`config.mk`:
```
export PLATFORM = sky130hd
export DESIGN_NAME = fix_msg_composer
export DESIGN_NICKNAME = d
export VERILOG_FILES = /design/src/rtl/fix_msg_composer.sv
export SDC_FILE = /design/constraint.sdc
export NUM_CORES = 1
export LEC_CHECK = 0
export CAP_MARGIN = 25
export CORE_UTILIZATION = 25
export DETAILED_ROUTE_END_ITERATION = 8
export GPL_ROUTABILITY_DRIVEN = 0
export HOLD_SLACK_MARGIN = 0.03
export PLACE_DENSITY = 0.56
export SLEW_MARGIN = 20
export SYNTH_ARGS = -nofsm -noshare
export SYNTH_HDL_FRONTEND = slang
export SYNTH_SLANG_ARGS = --single-unit
```
`constraint.sdc`:
```
create_clock -name clk -period 19.17 [get_ports clk]
set_clock_uncertainty 0.05 [all_clocks]
set_input_delay 5.751 -clock clk [delete_from_list [all_inputs] [get_ports clk]]
set_output_delay 5.751 -clock clk [all_outputs]
set_load 0.05 [all_outputs]
```
`src/rtl/fix_msg_composer.sv`:
```
// rtl/fix_msg_composer.sv - FIX 4.3 session message serializer with BodyLength and CheckSum generation
module fix_msg_composer #(
   parameter logic [7:0] SOH      = 8'h01,
   parameter int         ID_BYTES = 8
) (
   input  logic                  clk,
   input  logic                  rst,
   input  logic                  req_valid_i,
   output logic                  req_ready_o,
   input  logic [3:0]            type_i,
   input  logic [8*ID_BYTES-1:0] seqnum_i,
   input  logic [8*ID_BYTES-1:0] sender_i,
   input  logic [8*ID_BYTES-1:0] target_i,
   input  logic [167:0]          sendtime_i,
   input  logic [23:0]           hbint_i,
   input  logic [8*ID_BYTES-1:0] seq_a_i,
   input  logic [8*ID_BYTES-1:0] seq_b_i,
   output logic [7:0]            data_o,
   output logic                  valid_o,
   input  logic                  ready_i,
   output logic                  sop_o,
   output logic                  eop_o,
   output logic                  done_o,
   output logic                  err_o
);

   localparam int IW = 8*ID_BYTES;
   localparam int VW = (IW > 168) ? IW : 168;

   localparam logic [3:0] T_HEARTBEAT  = 4'd0;
   localparam logic [3:0] T_LOGON      = 4'd1;
   localparam logic [3:0] T_LOGOUT     = 4'd2;
   localparam logic [3:0] T_RESEND_REQ = 4'd3;
   localparam logic [3:0] T_RESET      = 4'd4;
   localparam logic [3:0] T_GAP_FILL   = 4'd5;

   localparam logic [95:0] HDR_STR = {"8=FIX.4.3", SOH, "9="};

   typedef enum logic [2:0] {IDLE, HDR, BLEN, BODY, CSUM, DONE} state_t;
   state_t state, state_nxt;

   logic [3:0]    type_r;
   logic [IW-1:0] seqnum_r, sender_r, target_r, seq_a_r, seq_b_r;
   logic [167:0]  sendtime_r;
   logic [23:0]   hbint_r;

   logic [7:0]  cnt, cnt_nxt;
   logic [2:0]  fld, fld_nxt;
   logic [7:0]  csum;
   logic        err_r;
   logic        accept, fire, supported;
   logic [7:0]  mtype;
   int          nf, blen, c, plen, vlen, flen;
   logic [31:0] pfx;
   logic [VW-1:0] val;
   logic [7:0]  body_byte;
   logic [31:0] blen_str;
   logic [55:0] trl_str;

   function automatic logic [7:0] dec_digit(input int v, input int place);
      return 8'(48 + (v / place) % 10);
   endfunction

   assign accept      = req_valid_i && (state == IDLE);
   assign fire        = valid_o && ready_i;
   assign req_ready_o = (state == IDLE);
   assign err_o       = err_r;
   assign c           = int'(cnt);

   always_comb begin
      supported = 1'b0;
      case (type_i)
         T_HEARTBEAT, T_LOGON, T_LOGOUT, T_RESEND_REQ, T_RESET, T_GAP_FILL: supported = 1'b1;
         default: supported = 1'b0;
      endcase
   end

   // Per-type constants: MsgType char, field count and the fixed BodyLength
   always_comb begin
      mtype = "0";
      nf    = 5;
      blen  = 42 + 3*ID_BYTES;
      case (type_r)
         T_LOGOUT:     mtype = "5";
         T_LOGON:      begin mtype = "A"; nf = 7; blen = 55 + 3*ID_BYTES; end
         T_RESEND_REQ: begin mtype = "2"; nf = 7; blen = 49 + 5*ID_BYTES; end
         T_RESET:      begin mtype = "4"; nf = 6; blen = 46 + 4*ID_BYTES; end
         T_GAP_FILL:   begin mtype = "4"; nf = 7; blen = 52 + 4*ID_BYTES; end
         default:      mtype = "0";
      endcase
   end

   // Field sequencer table: tag prefix (right-aligned) and value source per field index
   always_comb begin
      pfx  = '0;
      plen = 3;
      val  = '0;
      vlen = ID_BYTES;
      case (fld)
         3'd0: begin pfx = 32'("35="); val = VW'(mtype); vlen = 1; end
         3'd1: begin pfx = 32'("34="); val = VW'(seqnum_r); end
         3'd2: begin pfx = 32'("49="); val = VW'(sender_r); end
         3'd3: begin pfx = 32'("56="); val = VW'(target_r); end
         3'd4: begin pfx = 32'("52="); val = VW'(sendtime_r); vlen = 21; end
         3'd5: begin
            case (type_r)
               T_LOGON:      begin pfx = 32'("98="); val = VW'("0"); vlen = 1; end
               T_RESEND_REQ: begin pfx = 32'("7="); plen = 2; val = VW'(seq_a_r); end
               T_GAP_FILL:   begin pfx = 32'("123="); plen = 4; val = VW'("Y"); vlen = 1; end
               default:      begin pfx = 32'("36="); val = VW'(seq_a_r); end
            endcase
         end
         default: begin
            case (type_r)
               T_LOGON:      begin pfx = 32'("108="); plen = 4; val = VW'(hbint_r); vlen = 3; end
               T_RESEND_REQ: begin pfx = 32'("16="); val = VW'(seq_b_r); end
               default:      begin pfx = 32'("36="); val = VW'(seq_a_r); end
            endcase
         end
      endcase
   end

   always_comb begin
      flen = plen + vlen + 1;
      if (c < plen)
         body_byte = 8'(pfx >> (8*(plen - 1 - c)));
      else if (c < plen + vlen)
         body_byte = 8'(val >> (8*(vlen - 1 - (c - plen))));
      else
         body_byte = SOH;
   end

   // Checksum register is final by the time CSUM is entered; "10=" gives the digits slack
   always_comb begin
      blen_str = {dec_digit(blen, 100), dec_digit(blen, 10), dec_digit(blen, 1), SOH};
      trl_str  = {"10=", dec_digit(int'(csum), 100), dec_digit(int'(csum), 10),
                  dec_digit(int'(csum), 1), SOH};
   end

   always_comb begin
      state_nxt = state;
      cnt_nxt   = cnt;
      fld_nxt   = fld;
      valid_o   = 1'b0;
      data_o    = '0;
      sop_o     = 1'b0;
      eop_o     = 1'b0;
      done_o    = 1'b0;
      case (state)
         IDLE: begin
            if (accept && supported) begin
               state_nxt = HDR;
               cnt_nxt   = '0;
               fld_nxt   = '0;
            end
         end
         HDR: begin
            valid_o = 1'b1;
            sop_o   = (c == 0);
            data_o  = 8'(HDR_STR >> (8*(11 - c)));
            if (ready_i) begin
               if (c == 11) begin state_nxt = BLEN; cnt_nxt = '0; end
               else cnt_nxt = cnt + 8'd1;
            end
         end
         BLEN: begin
            valid_o = 1'b1;
            data_o  = 8'(blen_str >> (8*(3 - c)));
            if (ready_i) begin
               if (c == 3) begin state_nxt = BODY; cnt_nxt = '0; fld_nxt = '0; end
               else cnt_nxt = cnt + 8'd1;
            end
         end
         BODY: begin
            valid_o = 1'b1;
            data_o  = body_byte;
            if (ready_i) begin
               if (c == flen - 1) begin
                  cnt_nxt = '0;
                  if (int'(fld) == nf - 1) state_nxt = CSUM;
                  else fld_nxt = fld + 3'd1;
               end else begin
                  cnt_nxt = cnt + 8'd1;
               end
            end
         end
         CSUM: begin
            valid_o = 1'b1;
            eop_o   = (c == 6);
            data_o  = 8'(trl_str >> (8*(6 - c)));
            if (ready_i) begin
               if (c == 6) begin state_nxt = DONE; cnt_nxt = '0; end
               else cnt_nxt = cnt + 8'd1;
            end
         end
         DONE: begin
            done_o    = 1'b1;
            state_nxt = IDLE;
         end
         default: state_nxt = IDLE;
      endcase
   end

   always_ff @(posedge clk) begin
      if (rst) begin
         state <= IDLE;
         cnt   <= '0;
         fld   <= '0;
         csum  <= '0;
         err_r <= 1'b0;
      end else begin
         state <= state_nxt;
         cnt   <= cnt_nxt;
         fld   <= fld_nxt;
         err_r <= accept && !supported;
         if (accept)
            csum <= '0;
         else if (fire && (state == HDR || state == BLEN || state == BODY))
            csum <= csum + data_o;
      end
   end

   always_ff @(posedge clk) begin
      if (accept) begin
         type_r     <= type_i;
         seqnum_r   <= seqnum_i;
         sender_r   <= sender_i;
         target_r   <= target_i;
         sendtime_r <= sendtime_i;
         hbint_r    <= hbint_i;
         seq_a_r    <= seq_a_i;
         seq_b_r    <= seq_b_i;
      end
   end

endmodule
```
Word level (Yosys, flattened, before mapping)

Index checks and enable logic that the tools add are counted.

Input port bits: 520
RAM bits: 0
Bits in latches: 0
Word-level logic and storage cells: 163
Output and inout port bits: 14
Flip-flop bits (word level): 539
Bits in read-only memories: 0
Memories kept: 0

Div/mod/pow operators: 10
Mux-type cells: 51
Order comparisons: 2
Shift operators: 5
Bitwise gates (word level): 0
Reduce and logical (&&, ||, !) cells: 25
Multiply operators: 0
Eq/ne operators: 36
$add $sub $neg: 21

Operator list:

| cell                                                                 | number |
|---|---|
| 168-bit one-hot mux with 6 select lines                              | 1 |
| 64-bit one-hot mux with 2 select lines                               | 2 |
| 30-bit one-hot mux with 6 select lines                               | 1 |
| 168-bit by 32-bit right shift with 8-bit output                      | 1 |
| 32-bit by 5-bit modulo with 32-bit output, second input constant     | 5 |
| 94-bit by 32-bit right shift with 8-bit output, first input constant | 1 |
| 30-bit one-hot mux with 3 select lines                               | 1 |
| 8-bit two-way mux                                                    | 11 |
| 9-bit by 32-bit < comparator with 1-bit output                       | 2 |
| 32-bit by 32-bit right shift with 8-bit output                       | 2 |
| 32-bit by 2-bit subtractor with 32-bit output, second input constant | 2 |
| 30-bit one-hot mux with 2 select lines                               | 1 |
| 54-bit by 32-bit right shift with 8-bit output                       | 1 |
| 3-bit two-way mux                                                    | 17 |
| 7-bit by 8-bit adder with 8-bit output, first input constant         | 6 |
| 5-bit one-hot mux with 4 select lines                                | 2 |
| 8-bit one-hot mux with 5 select lines                                | 1 |
| 32-bit by 2-bit adder with 32-bit output, second input constant      | 1 |
| 32-bit adder                                                         | 1 |
| 32-bit by 5-bit divider with 32-bit output, second input constant    | 1 |
| 32-bit by 8-bit divider with 32-bit output, second input constant    | 1 |
| 9-bit by 5-bit divider with 32-bit output, second input constant     | 1 |
| 9-bit by 8-bit divider with 32-bit output, second input constant     | 1 |
| 4-bit by 32-bit == test with 1-bit output                            | 1 |
| 48 further kinds                                                     | 86 |

Depth between registers and ports, before layout

Gate-level depths: netlist of run 1.

Word-level depth: 11
Depth in mapped cells: 45
Gate-level depth less buffers: 42

Worst setup path after synthesis of run 1

OpenSTA, ideal clock, no wires.

Path kind: input to register
Start: in req_valid_i
End: reg hbint_r[0] (enable)
Data arrival time: 15800 ps
Slack: 2457 ps
Library setup time: 863 ps
Path buffers: 0
Data required time: 18257 ps
Stages: 2
Path through: nand2_1 -> inv_1

Cells in the longest elaborated chain, start to end: 1

Ends and longest elaborated chain:

| element              | line | source |
|---|---|---|
| from (decl)          | 8    | `input logic req_valid_i,` |
| 1-bit logical AND    | 64   | `assign accept = req_valid_i && (state == IDLE);` |
| via accept           | 51   | `logic accept, fire, supported;` |
| to (signal assigned) | 230  | `hbint_r <= hbint_i;` |
| to (decl)            | 45   | `logic [23:0] hbint_r;` |

The timed path passes the listed nets, and every way through them passes these cells.
A chain may end at the register's enable or synchronous reset.

Worst setup path after layout of run 1

Start: reg type_r[1]
End: out data_o[0]

Cells in the longest elaborated chain, start to end: 10
Elaborated cells on any way between the ends: 43
Classes of those cells: add/sub (9); div (5); order compare (2); eq/ne (5); shift (3); mux (17); reduce/logical (2)

Ends and longest elaborated chain:

| element                                                                                            | line | source |
|---|---|---|
| from (decl)                                                                                        | 42   | `logic [3:0] type_r;` |
| from (signal assigned)                                                                             | 225  | `type_r <= type_i;` |
| parallel branches: the longest is 9 deep, another holds 32-bit by 5-bit divider with 32-bit output | n/a  |  |
| 8-bit one-hot mux with 4 select lines *                                                            | 149  | `case (state)` |
| to (decl)                                                                                          | 18   | `output logic [7:0] data_o,` |

Mark *: on every way between the ends.

==> impl_results.md, run 1 <==
- Status: complete, no violations
- Endpoints failing setup: 0
- Crit path largest cell delay: 940 ps
- Placed Instances: 3813
- Placed inst area: 32700 sq um
- Clock Latency Late Sink: 650 ps
- Count of unique library cells instantiated by Yosys: 110
- CP Max Fanout: 19
- Layout cells sized above 1: 0.0777
- Post-synth EDFFs: a little over 500
- Met2 Use GR: 0.295
- Final Max Tran Viols: 0
- Fin. Hold Viols: 0
- Hold_ws: between 400 and 500 ps
- Die W: 323 um
- GRT Max-Usage Layer: met2
- Layout area overhead: 35.1%
- Largest net degree at the start of global routing: 120
- Hpwl dp: 71100 um
- Root buffer cell: clkbuf_16
- Ys async rst share: 0
- DRT Pass-1 Iters: 7
- Startpoint Class: flop
- Worst r2r src: type_r[1]
- RSZ-0062 raised after global routing: no
- IO Pins: 534
- Maximum VDD drop: between 0.08 and 0.09 mV
- Design Area, Final: 34700 sq um
- Worst Path Required: 13370 ps
- Setup TNS: 0 ps
- CP dominant cell by count: nand2_1
- CTS tree: done
- Worst slew pin tran: roughly 1100 ps
- Hold Path Class: flop to flop
- Postcts setup bufs: 0
- Post-route DRC: 0
- Worst EP arrival: 9190 ps
- Met3 usage: 0.0522
- Hold path cells: 2
- Layout net count: 3117
- Fin util: 0.341
- Synthesis Warnings: 0
- Worst Hold Launch: csum[0]
- Number of global-route vias before repair: approximately 19000
- Core outline area: 102000 sq um
- Syn avg cell area: 13.1 sq um
- Top_reg_cell synth: edfxtp_1
- Avg WL per Cell: 24.2 um
- Cells after Synth: roughly 2000
- # resized after CTS: 0
- # rows: 117
- Slew headroom: 0.258
- Routed WL: approximately 95000 um
- Die Y: 323 um
- Htree depth: 2
- PwrDens: 93.9 nW/um^2
- Sequential share of the synthesized area: 0.621
- Peak Freq: 66.7 MHz
- Tot GR Track Use: 0.178
- Slowest CP cell: clkdlybuf4s50_1
- Antenna viol nets, final: 0
- Crit path from: type_r[1]
- Worst r2r path cells: 40
- Initial DRC Count: 1874
- Setup Crit Path Kind: flop to primary output
- Most common cell after layout, fill and taps aside: clkdlybuf4s50_1
- Synth Cell Area: between 20000 and 30000 sq um
- Die ar.: 104000 sq um
- CTS max path bufs: 3
- Flops & latches, synth: around 540
- Clock buffer count from CTS: 59
- # port buffers: 533
- Most frequent cells in the layout: 533 x clkdlybuf4s50_1, 516 x edfxtp_1, 171 x nand2_1
- M1 GR Usage: 0.219
- DR vias/cell: 4.88
- First-pass GRT wire length: around 130000 um
- Initial Utilization: 0.252
- Tmin final: roughly 15000 ps
- Sink Count: 539
- Worst Setup End Kind: primary output
- Gr ovfl total: 0
- Cts hold-fix bufs: 0
- Routed via count: ~19000
- Max Cap Viol: 0
- Worst-path clk slew: 60 ps
- Initial antenna violation count: 49
- Post-Layout Cell Count: 3940
- Final period utilization: 0.782
- Leak: 11.8 nW
-- cells in the mapped netlist, types with 11 or more instances --
master / n / area (sq um)
and3_1: 11 / 68.8
inv_1: 51 / 191
buf_2: 17 / 85.1
nand2_1: 171 / 642
o211ai_1: 16 / 120
nor2_1: 105 / 394
or3_1: 11 / 68.8
dfxtp_1: 23 / 460
o21ai_0: 71 / 355
a221o_1: 13 / 130
buf_1: 27 / 101
a22oi_1: 77 / 578
mux4_2: 25 / 563
xnor2_1: 43 / 377
a31oi_1: 15 / 93.8
a21o_1: 11 / 82.6
a21oi_1: 113 / 566
clkbuf_1: 61 / 229
edfxtp_1: 516 / 15500
nor2b_1: 18 / 113
nand2b_1: 19 / 119
mux2i_1: 31 / 310
xor2_1: 13 / 114
a211oi_1: 22 / 165
nor3_1: 35 / 175
nand4_1: 25 / 156
o221ai_1: 11 / 96.3
a221oi_1: 55 / 482
fa_1: 15 / 300
nand3_1: 46 / 230
o22ai_1: 23 / 144
ha_1: 75 / 938
-- critical path, delay by kind of cell, from the launching register on --
family,cells,cell delay (ps)
AOI/OAI and AO/OA,9,1680
xor gates and xnor gates,1,170
adders and majority gates,4,1550
buffers and inverters,1,940
DFF,1,730
and+or+nand+nor,15,3500
-- layout make-up --
cell class / count / area, sq um
diodes: 23 / 57.6
clock buffers: 68 / 1510
clock inverters: 35 / 434
fillers: 10100 / 67200
inverters: 60 / 235
multi-input cells: 1280 / 9220
flip-flops and latches: 539 / 16000
well taps: 1368 / 1710
repair buffers: 567 / 5600
-- metrics by stage --
| step | power [mW] | setup slack, ps |
|---|---|---|
| after global routing | 3.39 | 3480 |
| after detailed placement | 2.13 | 4980 |
| final | 3.26 | 4170 |
| after global placement | 2.12 | 5100 |
| after floorplan | 1.90 | 2460 |
| after CTS | 3.30 | 4260 |
-- worst paths after layout --
kind | endpoint | slack (ps)
worst min register to register | csum[0] | 460
worst min-delay path | csum[0] | 460
worst max-delay path | data_o[0] | 4170
worst max register to register | csum[7] | 9450
-- cells by family after synthesis --
| family | count (synthesis) | share of synthesized area |
|---|---|---|
| buf+inv | 172 | 0.0277 |
| other cells | 2 | 0.000292 |
| fa+ha+maj | 92 | 0.0490 |
| mux | 61 | 0.0362 |
| simple gates | 504 | 0.0960 |
| flops | 539 | 0.621 |
| xor+xnor | 56 | 0.0191 |
| compound gates | 541 | 0.151 |
-- power breakdown --
group | internal (mW) | switching [mW] | leakage [nW]
clock | 0.672 | 0.486 | 0.936
combinational | 0.249 | 0.347 | 5.66
sequential | 1.46 | 0.0473 | 5.17
-- metal layers --
layer	part of all wire	wire length, um	up-vias
met5	0.0021	198	-
met2	0.49	46300	825
met3	0.087	8280	147
met4	0.028	2670	28
met1	0.40	37800	9426
li1	-	-	8811
-- flip-flops by register name (all words and copies together), names as in the netlist, 8 cells and up --
signal      count
sendtime_r    168
sender_r       64
seq_a_r        64
seq_b_r        64
seqnum_r       64
target_r       64
hbint_r        24
cnt             8
csum            8
Note: power is estimated with default switching activity, not from simulation.
==> inputs of run 2 (changes only) <==
==> constraint.sdc (replaced) <==
create_clock -name clk -period 14.1 [get_ports clk]
set_clock_uncertainty 0.05 [all_clocks]
set_input_delay 4.23 -clock clk [delete_from_list [all_inputs] [get_ports clk]]
set_output_delay 4.23 -clock clk [all_outputs]
set_load 0.05 [all_outputs]
==> run 2 against run 1 <==
  * Final cell count shrank 0.10%
  * Critical path depth shrank 1
  * Clock power increased by 31%
  * Routed wire length down 0.38%
  * Non-clock buffer count fell by 4
  * Global-route usage fell by 0.10 points
  * Sequential power increased by 36%
  * Sequential share of layout area increased by 0.086 points
  * First-iteration DRC count is 16% lower
  * Total power up 34%
  * Cell area is 0.19% lower
  * Hold slack improved by 12 ps
  * Critical path type unchanged
  * Critical endpoint is now data_o[5]
==> impl_results.md, run 2 (synthesis results as in run 1) <==
- CTS tree: done
- First-pass GRT wire length: 132000 um
- Layout net count: 3113
- Gr ovfl total: 0
- Post-route DRC: 0
- Avg WL per Cell: roughly 24 um
- Postcts setup bufs: 0
- Hpwl dp: approximately 71000 um
- Fin. Hold Viols: 0
- CP dominant cell by count: nand2_1
- Core outline area: 102000 sq um
- Initial antenna violation count: 40
- Layout cells sized above 1: 0.0797
- Number of global-route vias before repair: 18800
- PwrDens: approximately 130 nW/um^2
- Hold Path Class: flop to flop
- Slew headroom: 0.302
- Largest net degree at the start of global routing: 81
- Setup Crit Path Kind: flop to primary output
- Crit path largest cell delay: 880 ps
- Slowest CP cell: nor3b_1
- Setup TNS: 0 ps
- # rows: 117
- Tot GR Track Use: 0.177
- # port buffers: 533
- DRT Pass-1 Iters: 7
- DR vias/cell: between 4 and 5
- Die Y: roughly 320 um
- Endpoints failing setup: 0
- Worst Setup End Kind: primary output
- Worst Path Required: 9820 ps
- Worst slew pin tran: about 1000 ps
- Routed via count: 19100
- Status: complete, no violations
- Root buffer cell: clkbuf_16
- RSZ-0062 raised after global routing: no
- Clock Latency Late Sink: roughly 640 ps
- Final Max Tran Viols: 0
- Routed WL: ~95000 um
- Crit path max-delay family: simple AND/OR/NAND/NOR gates
- Most frequent cells in the layout: 525 x clkdlybuf4s50_1, 516 x edfxtp_1, 171 x nand2_1
- Maximum VDD drop: 0.110 mV
- Die ar.: 104000 sq um
- Peak Freq: 74.4 MHz
- Top reg by flops: sendtime_r
- Htree depth: 2
- Initial Utilization: 0.252
- Sink Count: between 500 and 600
- CP bufs+invs: 1
- CTS max path bufs: 3
- Clock buffer count from CTS: a little under 60
- Worst slack, placed: between 1000 and 1500 ps
- Worst EP arrival: 9170 ps
- Leak: approximately 12 nW
- Antenna viol nets, final: 0
- Most common cell after layout, fill and taps aside: clkdlybuf4s50_1
- Tmin final: about 13000 ps
- Worst-path clk slew: 60 ps
- Max Cap Viol: 0
- Layout area overhead: 34.8%
- Final period utilization: 0.954
- IO Pins: 534
- Startpoint Class: flop
- Initial DRC Count: 1576
- Die W: between 300 and 400 um
- CP Max Fanout: 19
- Largest register FFs: between 150 and 200
- Min setup slack post-route: 653 ps
run 2: worst register-to-register path, delay by kind of cell (launching register included):
family                   cells  cell delay [ps]
AO/OA/AOI/OAI               15             2340
multiplexers                 1              270
adder cells (fa/ha/maj)      5             1860
XOR/XNOR                     2              330
flip-flops                   1              760
AND/OR/NAND/NOR             17             4680
run 2: power by group:
part	internal [mW]	switching, mW	leakage, nW
registers	1.98	0.0630	5.17
logic	0.342	0.469	5.67
clock network	0.861	0.660	0.906
run 2: routing by layer:
layer | up-vias | global-route usage | part of all wire
met5 | - | 0 | 0.0023
met4 | 30 | 0.0620 | 0.027
met3 | 152 | 0.0494 | 0.078
met2 | 731 | 0.299 | 0.50
met1 | 9388 | 0.215 | 0.40
li1 | 8794 | - | -
run 2: worst paths after layout:
| kind | start | to | slack, ps | cells after the start |
|---|---|---|---|---|
| hold / removal | csum[0] | csum[0] | 480 | 2 |
| hold reg to reg | csum[0] | csum[0] | 480 | 2 |
| setup / recovery | type_r[1] | data_o[5] | 650 | 29 |
| setup reg to reg | type_r[1] | csum[7] | 3710 | 40 |
run 2: final cells by class:
cell class                      instances  area [sq um]
Fill cell                           10100         67200
Multi-Input combinational cell       1280          9220
Antenna cell                           21          52.6
Timing Repair Buffer                  563          5640
Clock buffer                           73          1530
Inverter                               60           231
Sequential cell                       539         16000
Tap cell                             1368          1710
Clock inverter                         32           319
run 2: per-stage QoR:
| stage | hold slack (ps) | instance area (sq um) | util | std cells | power (mW) |
|---|---|---|---|---|---|
| 2_1_floorplan | 413 | 25800 | - | 1991 | 2.55 |
| 3_3_place_gp | 464 | 32800 | 0.321 | 3810 | 2.89 |
| 3_5_place_dp | 472 | 32800 | 0.321 | 3810 | 2.90 |
| 4_1_cts | 483 | 34600 | 0.340 | 3915 | 4.42 |
| 5_1_grt | 516 | 34700 | 0.340 | 3933 | 4.54 |
| 6_report | 475 | 34700 | 0.340 | 3936 | 4.38 |
run 2: timing repair:
action | CTS | global route
hold buffers | 0 | 0
endpoints found under the setup margin | 0 | 5
resized for setup | 0 | 1
==> inputs of run 3 (changes only) <==
--- a/config.mk
+++ b/config.mk
@@ -6,6 +6,7 @@
 export NUM_CORES = 1
 export LEC_CHECK = 0
 export CAP_MARGIN = 25
+export CORE_MARGIN = 10
 export CORE_UTILIZATION = 25
 export DETAILED_ROUTE_END_ITERATION = 8
 export GPL_ROUTABILITY_DRIVEN = 0
@@ -15,3 +16,4 @@
 export SYNTH_ARGS = -nofsm -noshare
 export SYNTH_HDL_FRONTEND = slang
 export SYNTH_SLANG_ARGS = --single-unit
+export TNS_END_PERCENT = 20
==> run 3 against run 2 <==
  * Clock power about the same
  * Critical path depth unchanged
  * Setup slack better by 210 ps
  * Sequential power about the same
  * Non-clock buffer count up 3
  * Flip-flop and latch count unchanged
  * Register-to-register slack better by 400 ps
  * Core utilization about the same
  * Global-route usage down 1.3 points
  * Via count up 0.78%
  * Critical endpoint unchanged
==> impl_results.md, run 3 (synthesis results as in run 1) <==
- Layout area overhead: 34.8%
- RSZ-0062 raised after global routing: no
- Die ar.: 116000 sq um
- CTS max path bufs: 3
- Worst r2r path cells: 40
- Die W: 341 um
- Core outline area: 102000 sq um
- Worst EP arrival: 8950 ps
- Hold_ws: about 480 ps
- Overall Power: roughly 4.4 mW
- Leak: approximately 12 nW
- Most common cell after layout, fill and taps aside: clkdlybuf4s50_1
- Sw Share: 0.274
- Sink Count: 539
- Htree depth: 2
- IO Pins: 534
- Number of global-route vias before repair: 19200
- Flop-to-flop setup slack: 4110 ps
- Worst r2r src: fld[1]
- Worst-path clk slew: 70 ps
- Design Area, Final: 34700 sq um
- Slowest CP cell: o21ai_0
- Layout net count: 3115
- PwrDens: 126 nW/um^2
- Largest register FFs: ~170
- Worst Setup End Kind: primary output
- Antenna viol nets, final: 0
- Placed inst area: approximately 33000 sq um
- Fin. Hold Viols: 0
- DR vias/cell: 4.90
- Largest net degree at the start of global routing: 174
- Reg power frac: 0.468
- Setup Crit Path Kind: flop to primary output
- Most frequent cells in the layout: 525 x clkdlybuf4s50_1, 516 x edfxtp_1, 171 x nand2_1
- Final period utilization: 0.939
- Reg2reg end: csum[7]
- CTS tree: done
- Slew headroom: 0.307
- Clock buffer count from CTS: 58
- CP Max Fanout: 16
- # port buffers: 533
- Root buffer cell: clkbuf_16
- Routed WL: roughly 100000 um
- DRT Pass-1 Iters: 7
- Routed via count: 19200
- Final Max Tran Viols: 0
- P_sw: about 1.2 mW
- Avg WL per Cell: 25.5 um
- P_int: 3.17 mW
- Max Cap Viol: 0
- Setup TNS: 0 ps
- Crit path max-delay family: simple AND/OR/NAND/NOR gates
- Post-Layout Cell Count: 3928
- Initial Utilization: 0.252
- Startpoint Class: flop
- Clock Latency Late Sink: 630 ps
- Comb power frac: 0.188
- Levels on crit path: 29
- Crit path largest cell delay: 740 ps
- Endpoints failing setup: 0
- CP bufs+invs: 4
- Layout cells sized above 1: 0.0792
- Post-route DRC: 0
- Clk network pwr share: 0.344
- Postcts setup bufs: 0
- # rows: 117
- First-pass GRT wire length: 140000 um
- Gr ovfl total: 0
- Worst Hold Launch: csum[0]
- Cts hold-fix bufs: 0
- # resized after CTS: 0
- Top reg by flops: sendtime_r
- Placed Instances: approximately 3800
- Maximum VDD drop: 0.131 mV
- Status: complete, no violations
- Die Y: 341 um
- Tmin final: 13230 ps
- Hpwl dp: 75500 um
- Hold Path Class: flop to flop
- Peak Freq: about 76 MHz
- Hold Path End: csum[0]
- Hold path cells: 2
- Initial antenna violation count: 40
- Initial DRC Count: 1603
- Worst slew pin tran: 1040 ps
- Tot GR Track Use: 0.164
- Worst Path Required: 9820 ps
-- run 3: cell types whose count changed in the layout (fill, tap and decap cells not counted), sizes merged --
cell / before / now
buf: 38 / 40
clkbuf: 73 / 76
bufinv: 5 / 4
diode: 21 / 11
clkinvlp: 2 / 4
clkinv: 28 / 24
-- run 3: final cells by class --
cell class	count	area, sq um
diodes	11	27.5
clock buffers	75	1540
clock inverters	29	282
fillers	10100	67200
inverters	60	235
multi-input cells	1280	9220
flip-flops and latches	539	16000
well taps	1368	1710
repair buffers	566	5690
-- run 3: worst max-delay path by stage --
stage	startpoint	end	slack, ps
2_1_floorplan	req_valid_i	hbint_r[0]	1550
3_3_place_gp	fld[1]	data_o[5]	1140
3_5_place_dp	fld[1]	data_o[5]	940
4_1_cts	fld[1]	data_o[5]	200
5_1_grt	fld[1]	data_o[5]	190
6_report	fld[1]	data_o[5]	870
-- run 3: per-stage QoR --
step	setup WS, ps	util
after floorplan	1550	-
after global placement	1140	0.322
after detailed placement	942	0.322
after CTS	199	0.340
after global routing	191	0.340
final	866	0.340
-- run 3: metal layers --
metal  routed length, um  track usage  vias to the layer above
met2               49000        0.278                      808
met4                1770       0.0359                       44
met5                 270            0                        -
li1                    -            -                     8788
met1               40800        0.203                     9471
met3                8150       0.0513                      132
-- run 3: power by group through the flow --
stage	Clock, mW	Combinational, mW	Sequential (mW)
floorplan	0	0.438	2.11
global placement	0	0.823	2.08
detailed placement	0	0.822	2.08
CTS	1.55	0.826	2.05
global route	1.61	0.883	2.06
finish	1.50	0.821	2.05
-- run 3: worst min-delay path, cell delays in order, from the launching register on --
cell     delay (ps)
dfxtp_1         360
nand2_1          70
a21oi_1          50
